`src/rtl/dataslot_arbiter_pkg.sv`:
```
// Shared pocket package for the dataslot arbiter.
// Holds the per-requester command record, the arbiter state encoding and
// the default watchdog limit (about 100 ms of clk_74a).
package dataslot_arbiter_pkg;

  typedef struct packed {
    logic        write;
    logic [15:0] id;
    logic [31:0] slotoffset;
    logic [31:0] bridgeaddr;
    logic [31:0] length;
  } dataslot_cmd_t;

  typedef enum logic [1:0] {
    ST_IDLE  = 2'd0,
    ST_ISSUE = 2'd1,
    ST_WAIT  = 2'd2,
    ST_DONE  = 2'd3
  } dataslot_arb_state_t;

  localparam int DATASLOT_ARB_TIMEOUT_DEFAULT = 7_425_000;

endpackage

```
`src/rtl/dataslot_arbiter_rr_arbiter.sv`:
```
// Round-robin requester select for the dataslot arbiter (combinational).
// Ports:
//   req       - per-requester request level
//   last_idx  - index of the most recently granted requester
//   grant     - one-hot grant (all zero when no request)
//   grant_idx - binary index of the granted requester
// The search begins at last_idx+1 and wraps, so the last winner has the
// lowest priority on the next pass.
module rr_arbiter #(
  parameter int NUM_REQ = 2,
  localparam int IW = $clog2(NUM_REQ)
) (
  input  logic [NUM_REQ-1:0] req,
  input  logic [IW-1:0]      last_idx,
  output logic [NUM_REQ-1:0] grant,
  output logic [IW-1:0]      grant_idx
);

  always_comb begin
    int          j;
    logic        found;
    logic [IW-1:0] cand;
    grant     = '0;
    grant_idx = '0;
    found     = 1'b0;
    for (int i = 1; i <= NUM_REQ; i++) begin
      j = int'(last_idx) + i;
      if (j >= NUM_REQ) j = j - NUM_REQ;
      cand = IW'(j);
      if (!found && req[cand]) begin
        found       = 1'b1;
        grant[cand] = 1'b1;
        grant_idx   = cand;
      end
    end
  end

endmodule

```
`src/rtl/dataslot_arbiter.sv`:
```
// Dataslot arbiter: shares one APF bridge dataslot target port among
// NUM_REQ requesters.
//
// state | meaning
// IDLE  | no command; arbitrate any pending req
// ISSUE | command latched, read/write strobe high until ack seen
// WAIT  | strobes low, waiting for bridge ack to fall
// DONE  | one-cycle done pulse to the granted requester
//
// Ports:
//   clk_74a, reset                - clock, synchronous active-high reset
//   req, cmd                      - per-requester request level and command
//   done, error                   - per-requester completion / timeout pulse
//   busy, processor_halt          - status (not IDLE / in ISSUE or WAIT)
//   target_dataslot_read/write    - bridge strobes
//   target_dataslot_ack           - bridge acknowledge
//   target_dataslot_id/slotoffset/bridgeaddr/length - latched command fields
//
// Build option: define DATASLOT_ARB_TIMEOUT_EN to add a watchdog that
// aborts a command after TIMEOUT_CYCLES cycles in ISSUE/WAIT with an error
// pulse. Without it, error is tied low and the arbiter waits forever.
module dataslot_arbiter
  import dataslot_arbiter_pkg::*;
#(
  parameter int NUM_REQ        = 2,
  parameter int TIMEOUT_CYCLES = DATASLOT_ARB_TIMEOUT_DEFAULT
) (
  input  logic                              clk_74a,
  input  logic                              reset,
  input  logic [NUM_REQ-1:0]                req,
  input  dataslot_cmd_t [NUM_REQ-1:0]       cmd,
  output logic [NUM_REQ-1:0]                done,
  output logic [NUM_REQ-1:0]                error,
  output logic                              busy,
  output logic                              processor_halt,
  output logic                              target_dataslot_read,
  output logic                              target_dataslot_write,
  input  logic                              target_dataslot_ack,
  output logic [15:0]                       target_dataslot_id,
  output logic [31:0]                       target_dataslot_slotoffset,
  output logic [31:0]                       target_dataslot_bridgeaddr,
  output logic [31:0]                       target_dataslot_length
);

  localparam int IW = $clog2(NUM_REQ);

  if (NUM_REQ < 2 || NUM_REQ > 8 || TIMEOUT_CYCLES < 2) begin : g_bad_param
    $error("dataslot_arbiter: NUM_REQ must be 2..8 and TIMEOUT_CYCLES >= 2");
  end

  dataslot_arb_state_t state_q, state_d;
  dataslot_cmd_t       cmd_q;
  logic [NUM_REQ-1:0]  grant_q;
  logic [IW-1:0]       last_idx_q;
  logic                ack_q;
  logic [NUM_REQ-1:0]  rr_grant;
  logic [IW-1:0]       rr_idx;
  logic                start;
  logic                in_cmd;
  logic                timeout;

  rr_arbiter #(.NUM_REQ(NUM_REQ)) u_rr (
    .req       (req),
    .last_idx  (last_idx_q),
    .grant     (rr_grant),
    .grant_idx (rr_idx)
  );

  assign start  = (state_q == ST_IDLE) && (|req);
  assign in_cmd = (state_q == ST_ISSUE) || (state_q == ST_WAIT);

  // Timeout has priority over ack so an abort never also produces done.
  always_comb begin
    state_d = state_q;
    unique case (state_q)
      ST_IDLE:  if (start) state_d = ST_ISSUE;
      ST_ISSUE: begin
        if (timeout)    state_d = ST_IDLE;
        else if (ack_q) state_d = ST_WAIT;
      end
      ST_WAIT: begin
        if (timeout)     state_d = ST_IDLE;
        else if (!ack_q) state_d = ST_DONE;
      end
      ST_DONE:  state_d = ST_IDLE;
      default:  state_d = ST_IDLE;
    endcase
  end

  // The bridge ack is registered once before the FSM looks at it; this
  // gives the two-cycle ack-fall-to-done latency.
  always_ff @(posedge clk_74a) begin
    if (reset) begin
      state_q    <= ST_IDLE;
      ack_q      <= 1'b0;
      cmd_q      <= '0;
      grant_q    <= '0;
      last_idx_q <= IW'(NUM_REQ - 1);
    end else begin
      state_q <= state_d;
      ack_q   <= target_dataslot_ack;
      if (start) begin
        cmd_q      <= cmd[rr_idx];
        grant_q    <= rr_grant;
        last_idx_q <= rr_idx;
      end
    end
  end

`ifdef DATASLOT_ARB_TIMEOUT_EN
  localparam int CW = $clog2(TIMEOUT_CYCLES);
  localparam logic [CW-1:0] TIMEOUT_LAST = CW'(TIMEOUT_CYCLES - 1);

  logic [CW-1:0] wd_cnt_q;

  always_ff @(posedge clk_74a) begin
    if (reset) begin
      wd_cnt_q <= '0;
    end else if (start) begin
      wd_cnt_q <= '0;
    end else if (in_cmd) begin
      wd_cnt_q <= wd_cnt_q + 1'b1;
    end
  end

  assign timeout = in_cmd && (wd_cnt_q == TIMEOUT_LAST);
  assign error   = timeout ? grant_q : '0;
`else
  assign timeout = 1'b0;
  assign error   = '0;
`endif

  assign busy                  = (state_q != ST_IDLE);
  assign processor_halt        = in_cmd;
  assign target_dataslot_read  = (state_q == ST_ISSUE) && !cmd_q.write;
  assign target_dataslot_write = (state_q == ST_ISSUE) &&  cmd_q.write;
  assign done                  = (state_q == ST_DONE) ? grant_q : '0;

  assign target_dataslot_id         = cmd_q.id;
  assign target_dataslot_slotoffset = cmd_q.slotoffset;
  assign target_dataslot_bridgeaddr = cmd_q.bridgeaddr;
  assign target_dataslot_length     = cmd_q.length;

endmodule

```
`config.mk`:
```
export PLATFORM = sky130hd
export DESIGN_NAME = dataslot_arbiter
export DESIGN_NICKNAME = d
export VERILOG_FILES = /design/src/rtl/dataslot_arbiter_pkg.sv /design/src/rtl/dataslot_arbiter_rr_arbiter.sv /design/src/rtl/dataslot_arbiter.sv
export SDC_FILE = /design/constraint.sdc
export NUM_CORES = 1
export LEC_CHECK = 0
export ABC_AREA = 1
export ABC_CLOCK_PERIOD_IN_PS = 1600
export CAP_MARGIN = 20
export CORE_AREA = 8 8 138 153
export CTS_BUF_LIST = sky130_fd_sc_hd__clkbuf_8
export DETAILED_ROUTE_END_ITERATION = 16
export DIE_AREA = 0 0 146 161
export GPL_TIMING_DRIVEN = 0
export HOLD_SLACK_MARGIN = 0.05
export PLACE_DENSITY = 0.83
export SYNTH_ARGS = -nofsm -noshare
export SYNTH_HDL_FRONTEND = slang
export SYNTH_HIERARCHICAL = 1
export SYNTH_SLANG_ARGS = --single-unit
```
`constraint.sdc`:
```
create_clock -name clk_74a -period 1.6 [get_ports clk_74a]
set_clock_uncertainty 0.2 [all_clocks]
set_input_delay 0.32 -clock clk_74a [delete_from_list [all_inputs] [get_ports clk_74a]]
set_output_delay 0.32 -clock clk_74a [all_outputs]
set_load 0.005 [all_outputs]
```
==> results of run 1 <==
==> cell usage in the layout, fill, tap and decap left out, drive strengths merged <==
cell type	count
a21oi	2
buf	321
bufbuf	3
bufinv	5
clkbuf	52
clkdlybuf4s50	228
clkinv	4
clkinvlp	3
conb	2
dfxtp	119
dlygate4sd2	2
ha	4
inv	129
nand2	129
nand3	3
nor2	241
o21ai	228
==> logic make-up after synthesis <==
group,synth area share [%]
compound gates,17.2
buf+inv,25.2
flops,35.6
other cells,0.0561
simple gates,21.1
fa+ha+maj,0.748
==> per-layer routing <==
metal	vias to the layer above	global-route usage (%)	share of wire [%]
met5	-	0	0
met1	3723	22.5	36
met4	0	9.80	3.6
met2	328	42.3	52
li1	3937	-	-
met3	66	8.00	8.3
==> sequential cells by signal, indices dropped and copies added (netlist names) <==
register and flops:
ack_q 1, cmd_q 1, grant_q 2, last_idx_q 1, state_q 2, target_dataslot_bridgeaddr 32
target_dataslot_id 16, target_dataslot_length 32, target_dataslot_slotoffset 32
==> power by group <==
group          leakage, uW  internal (uW)  switching [uW]
clock             0.000232           1980            1300
combinational      0.00499           5630            4690
sequential         0.00102           4300             657
total              0.00624          11900            6650
==> through the flow <==
stage	setup WS, ns	power, uW
final	-0.282	18600
after global routing	-0.340	19700
after CTS	-0.226	17800
after detailed placement	-0.991	13200
after global placement	-0.962	13000
after floorplan	0.0127	9150
==> layout make-up <==
cell class	count	area share [%]
Inverter	129	3.99
Multi-Input combinational cell	609	26.8
Clock buffer	20	2.18
Tap cell	247	2.44
Timing Repair Buffer	415	31.2
Buffer	171	11.9
Clock inverter	12	1.57
Sequential cell	119	19.9
==> how the worst max path moves through the flow <==
stage / start / endpoint / slack, ns
global route: state_q[0] / target_dataslot_bridgeaddr[28] / -0.34
floorplan: state_q[0] / target_dataslot_bridgeaddr[23] / 0.01
global placement: req[1] / target_dataslot_length[31] / -0.96
detailed placement: req[1] / target_dataslot_length[31] / -0.99
CTS: state_q[1] / target_dataslot_read / -0.23
finish: state_q[0] / target_dataslot_bridgeaddr[28] / -0.28
==> cell usage after synthesis <==
cell type	number
o21ai_0	161
nand2_2	1
buf_2	17
buf_6	11
a21oi_1	2
clkinv_1	1
inv_4	1
nand2_1	127
buf_4	116
nor2_1	241
nand3_1	3
dfxtp_1	119
nand2_4	1
conb_1	1
o21ai_1	67
inv_1	127
clkbuf_2	3
ha_1	4
clkbuf_1	28
==> critical path: cells and delay by family, from the launching register on <==
kind	cells	cell delay [ns]
flip-flops	1	0.37
AND/OR/NAND/NOR	2	0.18
buffers and inverters	4	0.51
adder cells (fa/ha/maj)	1	0.18
AO/OA/AOI/OAI	1	0.30
==> repair_timing <==
item / 4_1_cts / 5_1_grt
resized for setup: 886 / 220
setup buffers: 41 / 9
pin swaps: 54 / 108
setup endpoints to repair: 236 / 122
gates cloned: 19 / 4
==> results.md, run 1 <==
* Req. time, crit path at 1.71 ns
* Worst r2r src: state_q[0]
* Clk sinks at 119
* Placed insts at 1627
* Top cell type's share of synthesized area at 35.6%
* # port buffers at 348
* Synth unique cells at 19
* Kind of critical path: reg2reg
* CP max-delay cell: dfxtp_4
* Cell chain of the critical path: inv_2, ha_4, nand2_8, buf_4, buf_12, buf_4, o21ai_0, nor2_1
* Drt wl/cell at 17.0 microns
* Final Critical Period at 1.88 ns
* Crit Path Max Fanout at 10
* Post-route setup slack at -0.282 ns
* Arr. time, crit path at 1.99 ns
* Clk_lat worst skew at 0.43 ns
* Synth-to-Final Area Change at 89.2%
* Die ar. at 0.0235 sq mm
* CTS max path bufs at 2
* Register bit total from synthesis at 119
* Area contributors post-synth: dfxtp_1, nor2_1, buf_4
* FP Rows at 53
* Remaining routing DRC violations at 0
* Clk root buf: clkbuf_8
* Failing checks: negative setup slack
* Final #Nets at 1697
* Starting Density at 35.8%
* Initial DRT Pass Iterations at 5
* Leak pwr at 0.00624 uW
* Die Wd at 146 microns
* Synth Area per Inst at 6.49 sq um
* Die H at 161 microns
* Worst r2r path cells at 8
* Post-route setup TNS at -9.33 ns
* Gate count after technology mapping at 1031
* Finished Cell Area at 0.0127 sq mm
* Total Wirelength at 29300 microns
* Final core occ at 67.7%
* First-pass GRT wire length at 42200 microns
* Period utilisation layout at 118%
* Routability cong. at 0.839
* Layout cells sized above 1 at 45.8%
* Vias in the first global route at 7914
* Relative slew margins at 65.5%
* CP endpoint kind: flip-flop
* Post-DP HPWL at 19600 microns
* Antenna-violating nets left at 0
* Initial antenna violation count at 0
* Hold path startpoint: target_dataslot_ack
* Core footprint at 0.0187 sq mm
* CTS buffer count at 17
* Fmax at 0.531 GHz
* Max-cap violations at 0
* Final setup viols at 116
* Worst flop-to-flop path endpoint: target_dataslot_bridgeaddr[28]
* RSZ-0062 raised after global routing: true
* FF+latch area at 0.00252 sq mm
* CTS clk-pin slew, worst paths at 0.08 ns
* # IOs at 351
* GR Overflow Total at 0
* Startpoint Class: flip-flop
* Filler cells at 1466
* Ys Warns at 6
* Largest net degree at the start of global routing at 17
* Area leader, netlist: dfxtp_1
* GRT Resource Usage Total at 22.8%
* Slowest cell delay on critical path at 0.37 ns
* Hold path cells at 3
* Area after DPL at 0.0105 sq mm
* Vias/cell at 4.68
* Seq/Total Area, Yosys at 35.6%
* Hold Buf Count CTS at 0
* Worst slew pin tran at 0.517 ns
* Max rail drop VDD at 0.746 mV
* Hold path endpoint: ack_q
* Starting DRT DRC Count at 254
* Vias at 8054
* Power Density at 1470 mW/mm^2
* Non-Filler Instances at 1722
* R2R Setup Slk at -0.28 ns
* H-Tree Depth at 4
* Hold Slack at 0.211 ns
* HP Class: in2reg
* Run status: finished, violations left
* Slew Viols, Final at 0
* N_diodes at 0
* Multi-input logic area at 0.00339 sq mm
* CTS tree: yes
* Synth Cell Area at 0.00669 sq mm
* Final hold vios at 0
* CP most frequent cell: buf_4
(Power assumes the default switching activity.)
==> run 2: changes to the inputs <==
SKIP_LAST_GASP = 1   (was default)
==> run 2 against run 1 <==
Against the previous run: the flow still finishes with violations (negative setup slack); count of clock-buffer cells in the layout unchanged; fmax increased by 6.0%; sequential power is 1% higher; core utilization rose by 2.0 points; critical path type is now reg2out.
==> results.md, run 2 (same netlist as run 1, synthesis figures left out) <==
* Run status: finished, violations left (unchanged)
* Failing checks: negative setup slack (unchanged)
* Max rail drop VDD at 0.733 mV (was 0.746 mV)
* Final setup viols at 118 (was 116)
* Arr. time, crit path at 1.25 ns (was 1.99 ns)
* Final #Nets at 1707 (was 1697)
* Largest net degree at the start of global routing at 17 (unchanged)
* Commonest non-fill, non-tap cell in the layout: clkdlybuf4s50_1 (unchanged)
* Routability cong. at 0.839 (unchanged)
* FP Rows at 53 (unchanged)
* Leak pwr at 0.00642 uW (was 0.00624 uW)
* Filler cells at 1389 (was 1466)
* Hold Slack at 0.218 ns (was 0.211 ns)
* GRT Resource Usage Total at 22.7% (was 22.8%)
* Die ar. at 0.0235 sq mm (unchanged)
* Non-Filler Instances at 1732 (was 1722)
* Layout cells sized above 1 at 47.9% (was 45.8%)
* Antenna-violating nets left at 0 (unchanged)
* Core footprint at 0.0187 sq mm (unchanged)
* Clk root buf: clkbuf_8 (unchanged)
* CP max-delay cell: dfxtp_4 (unchanged)
* CTS buffer count at 17 (unchanged)
* CP endpoint kind: output pin (was flip-flop)
* CTS clk-pin slew, worst paths at 0.07 ns (was 0.08 ns)
* Final hold vios at 0 (unchanged)
* HP Class: in2reg (unchanged)
* Initial DRT Pass Iterations at 5 (unchanged)
* Remaining routing DRC violations at 0 (unchanged)
* CTS tree: yes (unchanged)
* Starting DRT DRC Count at 301 (was 254)
* Initial antenna violation count at 0 (unchanged)
* Max-cap violations at 0 (unchanged)
* Starting Density at 35.8% (unchanged)
* Vias/cell at 4.67 (was 4.68)
* Total Wirelength at 30100 microns (was 29300 microns)
* Final Critical Period at 1.77 ns (was 1.88 ns)
* Synth-to-Final Area Change at 94.8% (was 89.2%)
* Slowest cell delay on critical path at 0.37 ns (about the same)
* Fmax at 0.564 GHz (was 0.531 GHz)
* Die Wd at 146 microns (unchanged)
* Startpoint Class: flip-flop (unchanged)
* Clk_lat worst skew at 0.43 ns (about the same)
* N_diodes at 0 (unchanged)
* Hold Buf Count CTS at 0 (unchanged)
* Post-route setup slack at -0.175 ns (was -0.282 ns)
* Most frequent cells in the layout: clkdlybuf4s50_1, nor2_1, buf_4, inv_1, buf_2 (unchanged)
* Power Density at 1490 mW/mm^2 (was 1470 mW/mm^2)
* Drt wl/cell at 17.4 microns (was 17.0 microns)
* Clk sinks at 119 (unchanged)
* # port buffers at 348 (unchanged)
* Kind of critical path: reg2out (was reg2reg)
* First-pass GRT wire length at 42000 microns (was 42200 microns)
* Die H at 161 microns (unchanged)
* # IOs at 351 (unchanged)
* Cell chain of the critical path: inv_4, ha_4, inv_2, nor2_2, buf_2 (was inv_2, ha_4, nand2_8, buf_4, buf_12, buf_4, o21ai_0, nor2_1)
* Req. time, crit path at 1.08 ns (was 1.71 ns)
* Post-DP HPWL at 19600 microns (unchanged)
* Slew Viols, Final at 0 (unchanged)
* Final core occ at 69.7% (was 67.7%)
* Placed insts at 1627 (unchanged)
* Buf/Inv on CP at 3 (was 4)
* RSZ-0062 raised after global routing: true (unchanged)
* Tot Pwr at 19500 uW (was 18600 uW)
* Vias at 8082 (was 8054)
* Vias in the first global route at 7883 (was 7914)
* Period utilisation layout at 111% (was 118%)
* Crit Path Max Fanout at 3 (was 10)
* H-Tree Depth at 4 (unchanged)
* CTS max path bufs at 2 (unchanged)
* CP top delay family: flip-flops (was buffers and inverters)
* GR Overflow Total at 0 (unchanged)
run 2: tightest hold or removal path, cell delays in order:
cell,delay (ns)
clkdlybuf4s50_1,0.39
inv_1,0.06
nor2_1,0.03
run 2: what timing repair did:
item | 4_1_cts | 5_1_grt
endpoints found under the setup margin | 236 | 122
hold endpoints to repair | 0 | 0
buffers inserted | 41 | 16
pin swaps | 52 | 149
gates resized for setup | 847 | 319
gates cloned | 19 | 7
run 2: through the flow:
step | area (sq um) | setup slack, ns | setup TNS, ns
after global routing | 13000 | -0.247 | -18.64
after CTS | 11900 | -0.226 | -8.00
after detailed placement | 10500 | -0.991 | -99.31
final | 13000 | -0.175 | -10.86
after floorplan | 6690 | 0.0127 | 0
after global placement | 10500 | -0.962 | -96.78
run 2: per-layer routing:
metal / routed length, microns / GRT usage (%) / share of wire (%) / vias to the layer above
met4: 1020 / 9.42 / 3.4 / 0
met5: 0 / 0 / 0 / -
met1: 10600 / 22.6 / 35 / 3747
li1: - / - / - / 3963
met3: 2330 / 7.95 / 7.7 / 65
met2: 16200 / 42.1 / 54 / 307
run 2: final timing paths:
| kind | slack [ns] | end | depth (start not counted) | start |
|---|---|---|---|---|
| worst min-delay path | 0.22 | ack_q | 3 | target_dataslot_ack |
| worst min register to register | 0.26 | target_dataslot_length[29] | 2 | target_dataslot_length[29] |
| worst max register to register | -0.17 | target_dataslot_slotoffset[11] | 10 | last_idx_q |
| worst max-delay path | -0.17 | target_dataslot_read | 5 | state_q[1] |
run 2: power breakdown:
part           switching [uW]  total (uW)  internal (uW)
Combinational            4980       11200           6190
Sequential                720        5020           4300
Clock                    1300        3280           1980
Total                    7000       19500          12500
run 2: cell type report:
| class | count | area, sq um | area share [%] |
|---|---|---|---|
| buffer | 173 | 1600 | 12.3 |
| clock inverter | 12 | 199 | 1.53 |
| multi-input combinational | 609 | 3580 | 27.5 |
| timing repair buffer | 423 | 4050 | 31.0 |
| clock buffer | 20 | 275 | 2.11 |
| tap | 247 | 309 | 2.37 |
| inverter | 129 | 507 | 3.89 |
| sequential | 119 | 2520 | 19.3 |
